File: config.mk
export PLATFORM = sky130hd
export DESIGN_NAME = fetch_ctrl
export DESIGN_NICKNAME = d
export VERILOG_FILES = /design/src/rtl/fetch_ctrl.sv
export SDC_FILE = /design/constraint.sdc
export NUM_CORES = 1
export LEC_CHECK = 0
export ABC_CLOCK_PERIOD_IN_PS = 2500
export CORE_MARGIN = 2
export CORE_UTILIZATION = 30
export DETAILED_ROUTE_END_ITERATION = 16
export SYNTH_ARGS = -nofsm -noshare
export SYNTH_HDL_FRONTEND = slang
export SYNTH_SLANG_ARGS = --single-unit
export TNS_END_PERCENT = 50
File: constraint.sdc
create_clock -name clk -period 2.5 [get_ports clk]
set_clock_uncertainty 0.05 [all_clocks]
set_input_delay 0.625 -clock clk [delete_from_list [all_inputs] [get_ports clk]]
set_output_delay 0.625 -clock clk [all_outputs]
set_load 0.05 [all_outputs]
File: src/rtl/fetch_ctrl.sv
// -----------------------------------------------------------------------------
// fetch_ctrl
//
// IF-stage sequencer for the RV32I pipeline. Picks at most one next-PC source
// per cycle (trap beats branch/jump), drives redirect_valid/redirect_pc into
// if_stage, defers redirects across ID hazard stalls and raises squash to kill
// the wrong-path instruction held in IF/ID.
//
// Every output is registered. A request sampled at posedge N shows up as
// redirect_valid in cycle N+1.
//
// Parameters
//   RESET_PC       boot PC issued as the first redirect after reset
//   SQUASH_CYCLES  squash duration per redirect, legal 1..3
//
// Ports
//   clk             in   1   clock, all state updates on posedge
//   reset           in   1   synchronous, active-high
//   trap_req        in   1   trap/exception redirect request (highest priority)
//   trap_pc         in   32  trap vector target
//   br_req          in   1   taken branch/jump resolved in EX
//   br_pc           in   32  branch/jump target
//   stall           in   1   ID hazard stall, freezes fetch
//   redirect_valid  out  1   if_stage loads redirect_pc at the next posedge
//   redirect_pc     out  32  redirect target, bits [1:0] forced to zero
//   pc_hold         out  1   if_stage holds PC and IF/ID this cycle
//   squash          out  1   kill the instruction currently in IF/ID
//   misalign        out  1   pulses with redirect_valid if target[1:0] != 0
//
// Optional build macro FETCH_CTRL_PERF_EN adds:
//   perf_redirects  out  32  count of redirect_valid pulses (boot included)
//   perf_squashed   out  32  count of cycles with squash high
// -----------------------------------------------------------------------------
module fetch_ctrl #(
   parameter logic [31:0] RESET_PC      = 32'h0000_0000,
   parameter int          SQUASH_CYCLES = 2
) (
   input  logic        clk,
   input  logic        reset,
   input  logic        trap_req,
   input  logic [31:0] trap_pc,
   input  logic        br_req,
   input  logic [31:0] br_pc,
   input  logic        stall,
   output logic        redirect_valid,
   output logic [31:0] redirect_pc,
   output logic        pc_hold,
   output logic        squash,
`ifdef FETCH_CTRL_PERF_EN
   output logic        misalign,
   output logic [31:0] perf_redirects,
   output logic [31:0] perf_squashed
`else
   output logic        misalign
`endif
);

   typedef enum logic [1:0] {
      ST_BOOT,
      ST_RUN,
      ST_PEND,
      ST_SQUASH
   } state_t;

   // Counter is loaded with the number of squash cycles still to come after
   // the redirect cycle itself, so 0 means "this is the last squash cycle".
   localparam logic [1:0] SQ_LOAD = 2'(SQUASH_CYCLES - 1);

   state_t      state_reg,          state_next;
   logic [31:0] pend_pc_reg,        pend_pc_next;
   logic [1:0]  sq_cnt_reg,         sq_cnt_next;
   logic        redirect_valid_reg, redirect_valid_next;
   logic [31:0] redirect_pc_reg,    redirect_pc_next;
   logic        pc_hold_reg,        pc_hold_next;
   logic        squash_reg,         squash_next;
   logic        misalign_reg,       misalign_next;

   // Common redirect launch shared by RUN, PEND and SQUASH.
   logic        issue;
   logic [31:0] issue_pc;

   always_ff @(posedge clk) begin
      if (reset) begin
         state_reg          <= ST_BOOT;
         pend_pc_reg        <= 32'h0;
         sq_cnt_reg         <= 2'd0;
         redirect_valid_reg <= 1'b0;
         redirect_pc_reg    <= RESET_PC;
         pc_hold_reg        <= 1'b1;
         squash_reg         <= 1'b0;
         misalign_reg       <= 1'b0;
      end else begin
         state_reg          <= state_next;
         pend_pc_reg        <= pend_pc_next;
         sq_cnt_reg         <= sq_cnt_next;
         redirect_valid_reg <= redirect_valid_next;
         redirect_pc_reg    <= redirect_pc_next;
         pc_hold_reg        <= pc_hold_next;
         squash_reg         <= squash_next;
         misalign_reg       <= misalign_next;
      end
   end

   always_comb begin
      state_next          = state_reg;
      pend_pc_next        = pend_pc_reg;
      sq_cnt_next         = sq_cnt_reg;
      redirect_valid_next = 1'b0;
      redirect_pc_next    = redirect_pc_reg;
      pc_hold_next        = stall;
      squash_next         = 1'b0;
      misalign_next       = 1'b0;
      issue               = 1'b0;
      issue_pc            = trap_pc;

      case (state_reg)
         ST_BOOT: begin
            // Requests arriving in this cycle are intentionally dropped.
            redirect_valid_next = 1'b1;
            redirect_pc_next    = RESET_PC;
            pc_hold_next        = 1'b0;
            state_next          = ST_RUN;
         end

         ST_RUN: begin
            if (trap_req || br_req) begin
               if (stall) begin
                  pend_pc_next = trap_req ? trap_pc : br_pc;
                  pc_hold_next = 1'b1;
                  state_next   = ST_PEND;
               end else begin
                  issue    = 1'b1;
                  issue_pc = trap_req ? trap_pc : br_pc;
               end
            end
         end

         ST_PEND: begin
            // A late trap replaces the deferred branch; branches are ignored.
            if (trap_req) begin
               pend_pc_next = trap_pc;
            end
            if (!stall) begin
               issue    = 1'b1;
               issue_pc = trap_req ? trap_pc : pend_pc_reg;
            end else begin
               pc_hold_next = 1'b1;
            end
         end

         ST_SQUASH: begin
            // Branches here are wrong-path; only a trap can restart the window.
            if (trap_req) begin
               issue    = 1'b1;
               issue_pc = trap_pc;
            end else if (sq_cnt_reg == 2'd0) begin
               state_next = ST_RUN;
            end else begin
               sq_cnt_next = sq_cnt_reg - 2'd1;
               squash_next = 1'b1;
            end
         end

         default: begin
            state_next = ST_BOOT;
         end
      endcase

      if (issue) begin
         redirect_valid_next = 1'b1;
         redirect_pc_next    = {issue_pc[31:2], 2'b00};
         misalign_next       = (issue_pc[1:0] != 2'b00);
         pc_hold_next        = 1'b0;
         squash_next         = 1'b1;
         sq_cnt_next         = SQ_LOAD;
         state_next          = ST_SQUASH;
      end
   end

   assign redirect_valid = redirect_valid_reg;
   assign redirect_pc    = redirect_pc_reg;
   assign pc_hold        = pc_hold_reg;
   assign squash         = squash_reg;
   assign misalign       = misalign_reg;

`ifdef FETCH_CTRL_PERF_EN
   logic [31:0] perf_redirects_reg;
   logic [31:0] perf_squashed_reg;

   // Counters follow the registered outputs, so they trail them by one cycle.
   always_ff @(posedge clk) begin
      if (reset) begin
         perf_redirects_reg <= 32'h0;
         perf_squashed_reg  <= 32'h0;
      end else begin
         perf_redirects_reg <= perf_redirects_reg + {31'h0, redirect_valid_reg};
         perf_squashed_reg  <= perf_squashed_reg + {31'h0, squash_reg};
      end
   end

   assign perf_redirects = perf_redirects_reg;
   assign perf_squashed  = perf_squashed_reg;
`endif

endmodule
After elaboration in Yosys (flattened, before gate mapping)
Cells that the tools add are included.
{"block": "totals", "regBits": 70, "in_bits": 69, "out_inout_bits": 36, "elab_cells": 73}
{"block": "op_classes", "add_sub_neg": 1, "n_eq_ne": 11, "muxes": 35, "bitwise": 3, "n_reduce_logical": 14}
{"op": "2-to-1 mux 32 bit", "n": 9}
{"op": "case mux 32 bit (2 select lines)", "n": 2}
{"op": "2-to-1 mux 1 bit", "n": 16}
{"op": "!= test 3 bit (second input constant)", "n": 4}
{"op": "2-to-1 mux 2 bit", "n": 5}
{"op": "AND reduction 3 bit", "n": 3}
{"op": "nonzero test 2 bit", "n": 4}
{"op": "!= test 2 bit (second input constant)", "n": 3}
{"op": "case mux 1 bit (3 select lines)", "n": 2}
{"op": "case mux 2 bit (3 select lines)", "n": 1}
{"op": "AND reduction 5 bit", "n": 1}
{"op": "equality test 2 bit (second input constant)", "n": 2}
{"op": "logical NOT 2 bit", "n": 2}
{"op": "nonzero test 4 bit", "n": 1}
{"op": "OR reduction 2 bit", "n": 2}
{"op": "inverter 1 bit", "n": 3}
{"op": "equality test 2 x 1 -> 1 bit (second input constant)", "n": 1}
{"op": "!= test 2 x 1 -> 1 bit (second input constant)", "n": 1}
{"op": "subtractor 2 x 1 -> 2 bit (second input constant)", "n": 1}
{"op": "logical OR 1 bit", "n": 1}

Depth between registers and ports, before layout
Gate-level depths: netlist of run 1.
{"block": "depth", "depth_word": 5, "depth_mapped": 8, "mapped_depth_nobuf": 6}

Worst setup path after synthesis of run 1
No wires, ideal clock.
{"block": "synth_timing", "path_type": "register to register", "from": "reg state_reg[1]", "to": "reg redirect_pc_reg[7], in the netlist redirect_pc[7]", "setup_ns": 0.139, "arrival_ns": 1.617, "t_required_ns": 2.311, "path_slack_ns": 0.694, "path_stages_with_launch": 9, "n_path_buf": 2, "synth_period_minus_slack_ns": 1.806, "cell_sequence": "dfxtp_1 -> inv_1 -> ha_1 -> buf_2 -> nor2b_1 -> and3_4 -> buf_2 -> a222oi_1 -> o221ai_1"}
{"block": "synth_via", "elab_chain_len": 3, "word_cells_on_any_way": 8, "classes_between": "eq/ne: 3; mux: 3; reduce/logical: 2"}
{"element": "from (decl)", "line_no": "69", "source": "state_t state_reg, state_next;"}
{"element": "from (signal assigned)", "line_no": "93", "source": "state_reg <= state_next;"}
{"element": "equality test 2 bit / equality test 2 x 1 -> 1 bit (equally long branches)", "line_no": "116", "source": "case (state_reg)"}
{"element": "case mux 1 bit (3 select lines) / case mux 32 bit (2 select lines) (equally long branches)", "line_no": "116"}
{"element": "2-to-1 mux 32 bit / nonzero test 2 bit (equally long branches)"}
{"element": "to (signal assigned)", "line_no": "97", "source": "redirect_pc_reg <= redirect_pc_next;"}
{"element": "to (decl)", "line_no": "73", "source": "logic [31:0] redirect_pc_reg, redirect_pc_next;"}
Parallel ways exist; a longest one is shown, timed or not.
A chain may end at the register's enable or synchronous reset.

Worst setup path after layout of run 1
{"block": "layout_timing", "from": "reg redirect_pc_reg[26], in the netlist redirect_pc[26]", "to": "out redirect_pc[26]"}
{"element": "to (decl)", "line_no": "46", "source": "output logic [31:0] redirect_pc,"}
No word-level cell between the ends.

==> results of run 1 <==
==> tightest hold or removal path: stages (launching register included) <==
cell	delay, ns
dfxtp_1	0.32
nand2_1	0.05
o221ai_1	0.05
==> cells in the final DEF, fill, tap and decap left out, types with 2 or more instances in the layout <==
cell type | synthesis | layout
o211ai_1 | 2 | 2
dfxtp_1 | 70 | 70
clkbuf_16 | 0 | 9
a21oi_1 | 4 | 4
a222oi_1 | 30 | 30
buf_4 | 2 | 17
nand2_1 | 35 | 35
o221ai_1 | 31 | 31
conb_1 | 1 | 2
ha_1 | 5 | 5
o21ai_0 | 3 | 3
nor2_1 | 40 | 39
bufinv_16 | 0 | 2
inv_2 | 2 | 2
a211oi_2 | 5 | 4
a211oi_1 | 28 | 28
nand2b_1 | 4 | 4
buf_12 | 0 | 7
nor3_1 | 5 | 5
inv_1 | 38 | 38
clkdlybuf4s50_1 | 0 | 101
o22ai_1 | 31 | 31
==> area by class of cell <==
class | count | area [um2]
multi-input cells | 248 | 1710
well taps | 143 | 179
inverters | 40 | 150
fillers | 1142 | 6270
clock buffers | 10 | 239
clock inverters | 5 | 82.6
flip-flops and latches | 70 | 1400
repair buffers | 126 | 1280
==> power groups by stage <==
stage | clock [W] | sequential, W | combinational [W]
after floorplan | 0 | 0.00183 | 0.000901
after global placement | 0 | 0.00161 | 0.00172
after detailed placement | 0 | 0.00162 | 0.00175
after CTS | 0.00143 | 0.00160 | 0.00176
after global routing | 0.00147 | 0.00164 | 0.00189
final | 0.00140 | 0.00160 | 0.00175
==> layer usage <==
layer / wire length, um / share of wire, %
met1: 4800 / 42
met2: 5770 / 50
met3: 771 / 6.7
met4: 131 / 1.1
met5: 0 / 0
==> per-stage QoR <==
step           setup WS, ns  hold slack, ns
2_1_floorplan         0.694           0.427
3_5_place_dp        -0.0251           0.398
4_1_cts               0.282           0.413
6_report              0.305           0.413
3_3_place_gp        0.00687           0.400
5_1_grt               0.158           0.439
==> worst max-delay path by stage <==
stage / end / from / cells past startpoint / slack, ns
after floorplan: redirect_pc[7] / state_reg[1] / 8 / 0.69
after CTS: redirect_pc[26] / redirect_pc[26] / 1 / 0.28
after global placement: redirect_pc[12] / stall / 6 / 0.007
after global routing: pend_pc_reg[14] / trap_req / 6 / 0.16
final: redirect_pc[26] / redirect_pc[26] / 1 / 0.30
after detailed placement: redirect_pc[2] / trap_req / 5 / -0.03
==> synth_stat cells, drive strengths merged, types with 2 or more instances <==
cell type	number
a211oi	33
a21oi	4
a222oi	30
a22oi	2
and3	2
buf	26
clkbuf	14
dfxtp	70
ha	5
inv	40
nand2	35
nand2b	4
nor2	40
nor3	5
o211ai	4
o21ai	4
o221ai	31
o22ai	31
==> kinds of logic after synthesis <==
| family | after synthesis |
|---|---|
| AOI/OAI and AO/OA | 150 |
| xor gates and xnor gates | 1 |
| adders and majority gates | 5 |
| buffers and inverters | 80 |
| DFF | 70 |
| other | 1 |
| and+or+nand+nor | 90 |
==> flow_summary.ini, run 1 <==
[status]
status = complete, no violations

[global_routing]
grt_pass1_vias = 3653
grt_pass1_wl_um = 18700
antenna_found_initial = 0
use_met1_pct = 23.2
grt_max_degree = 41
grt-ovfl-total = 0
met2_usage_pct = 31.5
grt_use_met3_pct = 4.16
grt_most_used_layer = met2
grt.total_usage_pct = 18.5

[power_and_ir_drop]
intPower_w = 0.00304
seq_power_share_pct = 33.7
peakVddDrop_v = 0.000443
p_leak_nw = 1.83
p_comb_share_pct = 36.9
p_total_w = 0.00475
p_per_area_nw_per_um2 = 942
p_sw_w = 0.00172
swShare_pct = 36.1
clock_power_share_pct = 29.4

[final_layout]
antenna_cells = 0
fin_cells = 642
fin_area_um2 = 5050
fin_nets = 569
fin_util_pct = 44.6
largest_reg_flops = 32
syn_to_final_growth_pct = 46.6
drive_above_1_share_pct = 11.0

[routing]
drt_iter0_markers = 396
via_per_inst = 5.70
avgRoutedWirePerCell_um = 17.9
final_antenna_net_count = 0
dr.pass1.iters = 9
vias = 3659
drcViolationCount = 0
wl_um = 11500

[hold_path]
whs_path_depth = 2
hold_path_end = redirect_pc[25]
hold_class = reg -> reg
hold_path.startpoint = redirect_pc[25]

[placement]
dp_hpwl_um = 7710
dp_cells = 627
gp_congestion = 0.836
io_buffers = 102
placed_area_um2 = 4730

[floorplan]
pin_count = 105
die_w_um = 111
core_um2 = 11300
start_util_pct = 30.4
dieArea_um2 = 12400
die_h_um = 111
rows = 39

[setup_path]
reg2reg_slack_ns = 0.38
path_max_fanout = 2
cp.arrival_ns = 1.52
reg2reg_to = redirect_pc[7]
start_kind = flip-flop
worstPathRequired_ns = 1.82
cp_slowest_cell = clkdlybuf4s50_1
reg2reg_depth = 7
critPathTopFamily = buffers and inverters
crit_path_cell_trace = clkdlybuf4s50_1
cp_num_buf_inv = 1
end_kind = output pin
critPathMaxStageDelay_ns = 0.87
crit_type = reg -> out
r2r-start = state_reg[0]

[cts]
htree_num_levels = 3
cts_made_buffers = 9
cts.clk_slew.worst_paths_ns = 0.06
cts_tree = built
root_buffer = clkbuf_16
clock_sinks = 70
holdBufCountCts = 0
clk_path_buf_depth = 2
postCtsSetupRepairBufs = 0
clk_latency_ns = 0.33
cts.repair.resized = 0

[run]
drv_cap = 0

[synthesis]
avgSynthCellArea_um2 = 8.67
ys_async_sr_fraction_pct = 0
synth.distinct_cells = 44
synth-compound-area-share_pct = 36.0
synth_area_leaders = dfxtp_1, a222oi_1, o221ai_1, a211oi_1, o22ai_1
synthCells = 397
synth_edf_count = 0
yosysWarnings = 0
ys_seq_elements = 70
synth_adder_area_share_pct = 1.82
yosys-mux-area-fraction_pct = 0
synth_top_area_share_pct = 40.7
yosys.area_share.simple_pct = 10.9
synth_top_flop_cell = dfxtp_1
ys_seq_area_share_pct = 40.7
synthXorXnorAreaFrac_pct = 0.254
synth_top_family_by_area = compound AO/OA/AOI/OAI gates
yosysTopAreaCell = dfxtp_1
syn_area_um2 = 3440

[timing]
finalMaxSlewViolations = 0
rsz0062_at_grt = no
worst_pin_slew_ns = 0.592
finalHoldViolations = 0
finalSetupTns_ns = 0
slew_headroom_pct = 60.4
setup_viol = 0
timing.final.crit_share_pct = 87.8
fmax_ghz = 0.456
finalCriticalPeriod_ns = 2.20
Power figures use the tool's default switching activity.
==> run 2: changes to the inputs <==
CTS_CLUSTER_DIAMETER = 60   (was unset)
GPL_TIMING_DRIVEN = 0   (was unset)
==> flow_summary.ini, run 2 (synthesis gave the netlist of run 1 again) <==
[setup_path]
r2r-start = state_reg[0]
cp.arrival_ns = 1.52
worstPathRequired_ns = 1.82
cp_slowest_cell = clkdlybuf4s50_1
crit_type = reg -> out
critPathTopFamily = buffers and inverters
end_kind = output pin
reg2reg_slack_ns = 0.34
path_max_fanout = 2
crit_path_end = redirect_pc[8]
reg2reg_to = redirect_pc[18]
start_kind = flip-flop
cp.depth = 1
crit_path_cell_trace = clkdlybuf4s50_1
startpoint = redirect_pc[8]
cp_num_buf_inv = 1
reg2reg_depth = 7
critPathMaxStageDelay_ns = 0.82

[timing]
slew_headroom_pct = 60.7
finalCriticalPeriod_ns = 2.20
setup_viol = 0
worst_pin_slew_ns = 0.590
fmax_ghz = 0.455
finalHoldViolations = 0
rsz0062_at_grt = no
timing.final.crit_share_pct = 88.0
setup_ws_ns = 0.301
hold_ws_ns = 0.411
finalMaxSlewViolations = 0

[floorplan]
die_h_um = 111
rows = 39
dieArea_um2 = 12400
start_util_pct = 30.4
core_um2 = 11300
die_w_um = 111
pin_count = 105

[placement]
dp_hpwl_um = 8160
dp_worst_setup_slack_ns = -0.0300
gp_congestion = 0.823
io_buffers = 100

[routing]
drt_iter0_markers = 341
avgRoutedWirePerCell_um = 17.6
final_antenna_net_count = 0
dr.pass1.iters = 9
wl_um = 11500
drcViolationCount = 0
via_per_inst = 5.53
vias = 3636

[final_layout]
drive_above_1_share_pct = 9.73
largest_reg_flops = 32
layout_common_cells = clkdlybuf4s50_1, dfxtp_1, nor2_1, inv_1, nand2_1
mostFrequentLayoutCell = clkdlybuf4s50_1
syn_to_final_growth_pct = 42.9
multi_input_area_um2 = 1690
antenna_cells = 0
fill_cells = 1147
fin_nets = 583
register_area_um2 = 1400

[cts]
htree_num_levels = 3
root_buffer = clkbuf_16
cts.clk_slew.worst_paths_ns = 0.06
clk_path_buf_depth = 2
cts_made_buffers = 9
holdBufCountCts = 0
clock_sinks = 70
clk_latency_ns = 0.33
cts_tree = built
postCtsSetupRepairBufs = 0
cts.repair.resized = 0

[power_and_ir_drop]
p_per_area_nw_per_um2 = 926
p_leak_nw = 1.78
peakVddDrop_v = 0.000412

[global_routing]
grt_pass1_vias = 3567
grt_max_degree = 12
grt.total_usage_pct = 18.7
grt_pass1_wl_um = 18600
grt-ovfl-total = 0
antenna_found_initial = 0

[run]
drv_cap = 0

[hold_path]
hold_class = reg -> reg

[status]
status = complete, no violations
[run 2: changes by cell type in the layout (fill, tap and decap cells not counted), moves of 3 or more]
cell      delta
buf_12       -7
buf_2       +17
buf_6        +3
buf_1        +3
clkbuf_1    +17
buf_4       -15
[run 2: worst min path at each step]
| stage | startpoint | end | slack (ns) | depth (start not counted) |
|---|---|---|---|---|
| 4_1_cts | redirect_pc[22] | redirect_pc[22] | 0.41 | 2 |
| 6_report | redirect_pc[22] | redirect_pc[22] | 0.41 | 2 |
| 5_1_grt | redirect_pc[22] | redirect_pc[22] | 0.43 | 2 |
| 3_5_place_dp | redirect_pc[22] | redirect_pc[22] | 0.40 | 2 |
| 2_1_floorplan | pend_pc_reg[10] | pend_pc_reg[10] | 0.43 | 2 |
| 3_3_place_gp | redirect_pc[23] | redirect_pc[23] | 0.40 | 2 |
[run 2: cell type report]
class | count | share of cell area, %
Inverter | 40 | 3.05
Tap cell | 143 | 3.64
Clock buffer | 13 | 5.09
Buffer | 40 | 4.12
Clock inverter | 3 | 0.890
Timing Repair Buffer | 100 | 20.3
Sequential cell | 70 | 28.5
Multi-Input combinational cell | 248 | 34.4
[run 2: metrics by stage]
stage / area [um2] / setup TNS (ns) / total power [W] / instances / utilization (%)
after global routing: 4920 / 0 / 0.00480 / 657 / 43.5
final: 4920 / 0 / 0.00456 / 657 / 43.5
after global placement: 4630 / -0.0351 / 0.00325 / 641 / 40.9
after detailed placement: 4630 / -0.149 / 0.00329 / 641 / 40.9
after floorplan: 3450 / 0 / 0.00273 / 398 / -
after CTS: 4920 / 0 / 0.00457 / 657 / 43.5
[run 2: per-layer routing]
metal / share of wire [%] / vias to the layer above / routed length (um) / GRT usage (%)
met4: 1.0 / 0 / 121 / 6.17
met3: 8.1 / 13 / 938 / 3.72
li1: - / 1753 / - / -
met2: 47 / 167 / 5450 / 30.0
met5: 0 / - / 0 / 0
met1: 44 / 1703 / 5040 / 25.3
[run 2: power breakdown]
part           switching (W)  internal (W)  total [W]
combinational        0.00103      0.000655    0.00169
clock               0.000466      0.000801    0.00127
sequential          0.000177       0.00143    0.00160
total                0.00168       0.00288    0.00456
